--- config.mk ---
export PLATFORM = sky130hd
export DESIGN_NAME = valid_ready_pipe_n
export DESIGN_NICKNAME = d
export VERILOG_FILES = /design/src/rtl/valid_ready_pkg.sv /design/src/rtl/vr_stage.sv /design/src/rtl/valid_ready_pipe_n.sv
export SDC_FILE = /design/constraint.sdc
export NUM_CORES = 1
export LEC_CHECK = 0
export CORE_UTILIZATION = 45
export CTS_CLUSTER_DIAMETER = 200
export DETAILED_ROUTE_END_ITERATION = 10
export GPL_TIMING_DRIVEN = 0
export PLACE_DENSITY = 0.75
export SETUP_SLACK_MARGIN = 0.3
export SYNTH_ARGS = -nofsm -noshare
export SYNTH_HDL_FRONTEND = slang
export SYNTH_SLANG_ARGS = --single-unit
--- constraint.sdc ---
create_clock -name clk -period 2 [get_ports clk]
set_input_delay 0.4 -clock clk [delete_from_list [all_inputs] [get_ports clk]]
set_output_delay 0.4 -clock clk [all_outputs]
set_load 0.02 [all_outputs]
--- src/rtl/valid_ready_pkg.sv ---
// Shared constants and helpers for the valid/ready register pipeline.
package valid_ready_pkg;

    localparam int DEFAULT_WIDTH     = 8;
    localparam int DEFAULT_DEPTH     = 2;
    localparam int DEFAULT_REG_READY = 0;

    // Width of a counter that must hold 0 .. depth+reg_ready inclusive.
    function automatic int cnt_width(input int depth, input int reg_ready);
        return $clog2(depth + reg_ready + 1);
    endfunction

endpackage

--- src/rtl/vr_stage.sv ---
// One valid/ready register slice: holds a single word and loads a new one
// whenever it is empty or its current word is being taken downstream.
module vr_stage
    import valid_ready_pkg::*;
#(
    parameter int WIDTH = DEFAULT_WIDTH
) (
    input  logic             clk,
    input  logic             rst,
    input  logic             flush,
    input  logic             up_valid,
    input  logic [WIDTH-1:0] up_data,
    output logic             up_ready,
    output logic             valid,
    output logic [WIDTH-1:0] data,
    input  logic             down_ready
);

    // Empty slot, or the held word leaves this cycle: either way we can load.
    assign up_ready = !valid || down_ready;

    // Slot register: reset clears everything, flush drops only the valid bit.
    always_ff @(posedge clk) begin
        // NOTE: state registers use non-blocking assignments so every stage
        // samples its neighbour's pre-edge value; blocking here would let a
        // word ripple through several stages in one clock.
        if (rst) begin
            valid <= 1'b0;
            // NOTE: the data word is reset as well because the pipe's reset
            // state promises out_data = 0; flush deliberately leaves it alone.
            data  <= '0;
        end else if (flush) begin
            valid <= 1'b0;
        end else if (up_ready) begin
            valid <= up_valid;
            if (up_valid) begin
                data <= up_data;
            end
        end
    end

endmodule

--- src/rtl/valid_ready_pipe_n.sv ---
// DEPTH-stage valid/ready register pipeline with optional input skid buffer,
// synchronous flush and a registered occupancy count.
module valid_ready_pipe_n
    import valid_ready_pkg::*;
#(
    parameter  int WIDTH     = DEFAULT_WIDTH,
    parameter  int DEPTH     = DEFAULT_DEPTH,
    parameter  int REG_READY = DEFAULT_REG_READY,
    localparam int CNT_W     = cnt_width(DEPTH, REG_READY)
) (
    input  logic             clk,
    input  logic             rst,
    input  logic             flush,
    input  logic             in_valid,
    input  logic [WIDTH-1:0] in_data,
    output logic             in_ready,
    output logic             out_valid,
    output logic [WIDTH-1:0] out_data,
    input  logic             out_ready,
    output logic [CNT_W-1:0] occupancy
);

    localparam logic [CNT_W-1:0] MAX_OCC = CNT_W'(DEPTH + REG_READY);
    localparam logic [CNT_W-1:0] ONE     = CNT_W'(1);

    logic             in_xfer;
    logic             out_xfer;
    logic             s0_valid;
    logic [WIDTH-1:0] s0_data;
    logic             s0_ready;
    logic             last_valid;
    logic [WIDTH-1:0] last_data;

    // Stage chain: each stage's ready looks only at the next stage, so a full
    // pipe with out_ready high shifts every word forward each cycle.
    for (genvar i = 0; i < DEPTH; i++) begin : g_stage
        logic             up_valid;
        logic [WIDTH-1:0] up_data;
        logic             up_ready;
        logic             valid;
        logic [WIDTH-1:0] data;
        logic             down_ready;

        if (i == 0) begin : g_first
            assign up_valid = s0_valid;
            assign up_data  = s0_data;
        end else begin : g_mid
            assign up_valid = g_stage[i-1].valid;
            assign up_data  = g_stage[i-1].data;
        end

        if (i == DEPTH - 1) begin : g_last
            assign down_ready = out_ready;
        end else begin : g_next
            assign down_ready = g_stage[i+1].up_ready;
        end

        vr_stage #(.WIDTH(WIDTH)) u_stage (
            .clk       (clk),
            .rst       (rst),
            .flush     (flush),
            .up_valid  (up_valid),
            .up_data   (up_data),
            .up_ready  (up_ready),
            .valid     (valid),
            .data      (data),
            .down_ready(down_ready)
        );
    end

    assign s0_ready   = g_stage[0].up_ready;
    assign last_valid = g_stage[DEPTH-1].valid;
    assign last_data  = g_stage[DEPTH-1].data;

    if (REG_READY != 0) begin : g_skid
        logic             skid_valid;
        logic [WIDTH-1:0] skid_data;

        // A word accepted while stage 0 is blocked parks here; it drains into
        // stage 0 before anything new is accepted, which preserves order.
        always_ff @(posedge clk) begin
            if (rst) begin
                skid_valid <= 1'b0;
                skid_data  <= '0;
            end else if (flush) begin
                skid_valid <= 1'b0;
            end else if (skid_valid) begin
                if (s0_ready) begin
                    skid_valid <= 1'b0;
                end
            end else if (in_xfer && !s0_ready) begin
                skid_valid <= 1'b1;
                skid_data  <= in_data;
            end
        end

        // Registered ready; an empty skid is bypassed so latency is unchanged.
        assign in_ready = !skid_valid && !flush;
        assign s0_valid = skid_valid || in_xfer;
        assign s0_data  = skid_valid ? skid_data : in_data;
    end else begin : g_direct
        assign in_ready = s0_ready && !flush;
        assign s0_valid = in_xfer;
        assign s0_data  = in_data;
    end

    assign in_xfer   = in_valid && in_ready;
    assign out_valid = last_valid && !flush;
    assign out_data  = last_data;
    assign out_xfer  = out_valid && out_ready;

    // Occupancy tracks accepted minus delivered words; flush and reset zero it.
    always_ff @(posedge clk) begin
        if (rst || flush) begin
            occupancy <= '0;
        end else if (in_xfer && !out_xfer) begin
            occupancy <= occupancy + ONE;
        end else if (out_xfer && !in_xfer) begin
            occupancy <= occupancy - ONE;
        end
    end

    a_occ_max: assert property (@(posedge clk) disable iff (rst)
        occupancy <= MAX_OCC);

    a_occ_underflow: assert property (@(posedge clk) disable iff (rst)
        !(out_xfer && !in_xfer && occupancy == '0));

endmodule

==> flow_metrics.env <==
export IMPL_synth_mux_area_share_pct=9.07
export IMPL_wl_mm=1.75
export IMPL_leakage_nw=0.537
export IMPL_post_route_min_period_ns=1.65
export IMPL_synthAdderAreaFrac_pct=1.42
export IMPL_firstDrtPassIters=4
export IMPL_synth_top_area_share_pct=45.3
export IMPL_rows=15
export IMPL_syn_nets=108
export IMPL_finalSetupViolations=0
export IMPL_synth_top_cells_by_count="20 x dfxtp_1, 19 x nand2b_1, 10 x a21oi_1"
export IMPL_fin_cells=150
export IMPL_synth_edf_count=0
export IMPL_holdBufCountCts=0
export IMPL_cpLargestDelayFamily="buffers and inverters"
export IMPL_synth_simple_area_share_pct=23.7
export IMPL_worstPathArrival_ns=1.25
export IMPL_p_switching_mw=0.175
export IMPL_grt_start_max_net_pins=13
export IMPL_grt_overflow_total=0
export IMPL_antenna_found_initial=0
export IMPL_path_class="reg2out"
export IMPL_p_int_mw=0.667
export IMPL_clk_pin_slew_ns=0.12
export IMPL_ys_types=20
export IMPL_slowest_delay_ns=0.60
export IMPL_cts_buffers=3
export IMPL_drive_above_1_share_pct=15.2
export IMPL_insertion_delay_ns=0.30
export IMPL_path_max_fanout=3
export IMPL_vias=723
export IMPL_cts_buffer_depth=2
export IMPL_status="complete, no violations"
export IMPL_worst_pin_slew_ns=0.231
export IMPL_clock_sinks=20
export IMPL_fp_dieH_um=46.3
export IMPL_hold_class="reg2reg"
export IMPL_die_x_um=46.3
export IMPL_design_area_um2=1250
export IMPL_hpwl_mm=1.30
export IMPL_grt_first_pass_wirelength_mm=2.77
export IMPL_port_buffers=24
export IMPL_avgSynthCellArea_um2=9.40
export IMPL_tritoncts="built"
export IMPL_yosys_area_top_type="dfxtp_1"
export IMPL_synth_top_flop_cell="dfxtp_1"
export IMPL_synth_seq_area_share_pct=45.3
export IMPL_ys_warn_count=0
export IMPL_first_global_vias=620
export IMPL_wl_per_cell_um=11.6
export IMPL_drt_iter0_drc=6
export IMPL_power_density_nw_per_um2=673
export IMPL_final_nets=140
export IMPL_switching_share_pct=20.8
export IMPL_cp_start_kind="flop"
export IMPL_design_die_area_um2=2140
export IMPL_drv_cap=0
export IMPL_syn_cell_area_um2=883
export IMPL_core_area_um2=1780
export IMPL_synthXorXnorAreaFrac_pct=1.98
export IMPL_cp_end_kind="output port"
export IMPL_power_frac_comb_pct=11.1
export IMPL_synthMostInstantiatedCell="dfxtp_1"
export IMPL_synth_cells=94
export IMPL_fmax_mhz=605
export IMPL_post_dp_cell_area_um2=1150
export IMPL_relSlewSlack_pct=84.6
export IMPL_crit_chain="clkdlybuf4s50_1"
export IMPL_synth_area_leaders="dfxtp_1 45%, nand2b_1 13%, mux2i_1 9.1%"
export IMPL_synthToLayoutAreaGrowth_pct=41.6
export IMPL_ant_nets=0
export IMPL_postSynth_asyncResetShare_pct=0
export IMPL_required_ns=1.60
export IMPL_track_usage_pct=18.5
export IMPL_hold_violations=0
export IMPL_slowest_stage="clkdlybuf4s50_1"
export IMPL_critical_path_buf_inv_count=1
export IMPL_viasPerCell=4.82
export IMPL_synth_top_family_by_area="simple AND/OR/NAND/NOR gates"
export IMPL_ir_drop_v=0.000492
export IMPL_p_clk_share_pct=39.2
export IMPL_gp_congestion=0.725
export IMPL_drc=0
export IMPL_cts_htree_levels=1
export IMPL_cts_root_buf="clkbuf_4"
export IMPL_num_io_pins=25
export IMPL_rsz0062_at_grt="true"
export IMPL_start_util_pct=49.5
export IMPL_synth_compound_area_share_pct=13.5
export IMPL_yosys_register_bits=20
export IMPL_p_seq_share_pct=49.7
export IMPL_placedCellCount=143
export IMPL_finClkSkew_ns=0.00736
export IMPL_drv_slew=0
export IMPL_antennaDiodeCount=0
export IMPL_period_share_pct=82.6
[stage by stage]
stage	setup TNS, ns	hold slack, ns	power (mW)	setup slack [ns]	utilization [%]
after global placement	-0.765	0.457	0.516	-0.281	64.8
after floorplan	0	0.444	0.474	0.381	-
after detailed placement	-0.881	0.463	0.519	-0.302	64.8
final	0	0.468	0.842	0.347	70.2
after global routing	0	0.502	0.875	0.279	70.2
after CTS	0	0.472	0.848	0.310	69.5
[timing repair]
item | CTS | global route
setup endpoints to repair | 5 | 6
buffers inserted | 3 | 0
cloned | 0 | 0
pin swaps | 0 | 1
resized for setup | 12 | 5
[flip-flops by register name (all words and copies together) (netlist names)]
name and flops:
g_stage.u_stage.data 16, g_stage.u_stage.valid 2, occupancy 2
[worst paths after layout]
check	cells after the start	endpoint	from	slack [ns]
setup reg to reg	6	occupancy[1]	g_stage[1].u_stage.valid	0.41
hold reg to reg	2	g_stage[1].u_stage.data[2]	g_stage[0].u_stage.data[2]	0.47
hold / removal	2	g_stage[1].u_stage.data[2]	g_stage[0].u_stage.data[2]	0.47
setup / recovery	1	occupancy[1]	occupancy[1]	0.35
[layer usage]
metal  up-vias  part of all wire, %  global-route usage, %
met2        19                   45                   27.5
met4         0                    0                   3.53
met3         0                  4.0                   5.88
met1       319                   51                   26.0
met5         -                    0                      0
li1        385                    -                      -
[power by group through the flow]
stage,registers (mW),logic [mW],clock network [mW]
floorplan,0.428,0.0463,0
global route,0.420,0.102,0.353
CTS,0.419,0.0937,0.336
detailed placement,0.427,0.0914,0
global placement,0.427,0.0889,0
finish,0.419,0.0932,0.330
[layout by cell type (no fill, tap or decap)]
cell / n
clkdlybuf4s50_1: 15
buf_2: 3
o21a_1: 1
or3_1: 1
nand2b_1: 19
nor2_1: 1
nand3_1: 8
a21oi_1: 10
mux2i_1: 8
dlymetal6s2s_1: 4
and2b_2: 2
ha_4: 1
nand2_1: 1
buf_4: 4
bufinv_16: 1
o21ai_0: 9
buf_6: 3
nor2b_2: 1
dlygate4sd2_1: 2
xor2_1: 2
nor3_1: 2
clkdlybuf4s15_1: 2
clkbuf_4: 3
a21boi_1: 1
dfxtp_1: 20
a21oi_2: 1
[area by class of cell]
class	instances	area, um2
fillers	147	532
multi-input cells	68	450
flip-flops and latches	20	400
repair buffers	27	268
plain buffers	6	48.8
well taps	25	31.3
clock inverters	1	30.0
clock buffers	3	22.5
[kinds of logic (layout without fill, tap and decap cells)]
kind of cell    count (synthesis)  after routing
simple gates                   35             35
compound gates                 22             22
flops                          20             20
mux                             8              8
buf+inv                         6             37
xor+xnor                        2              2
fa+ha+maj                       1              1
Power figures use the tool's default switching activity.
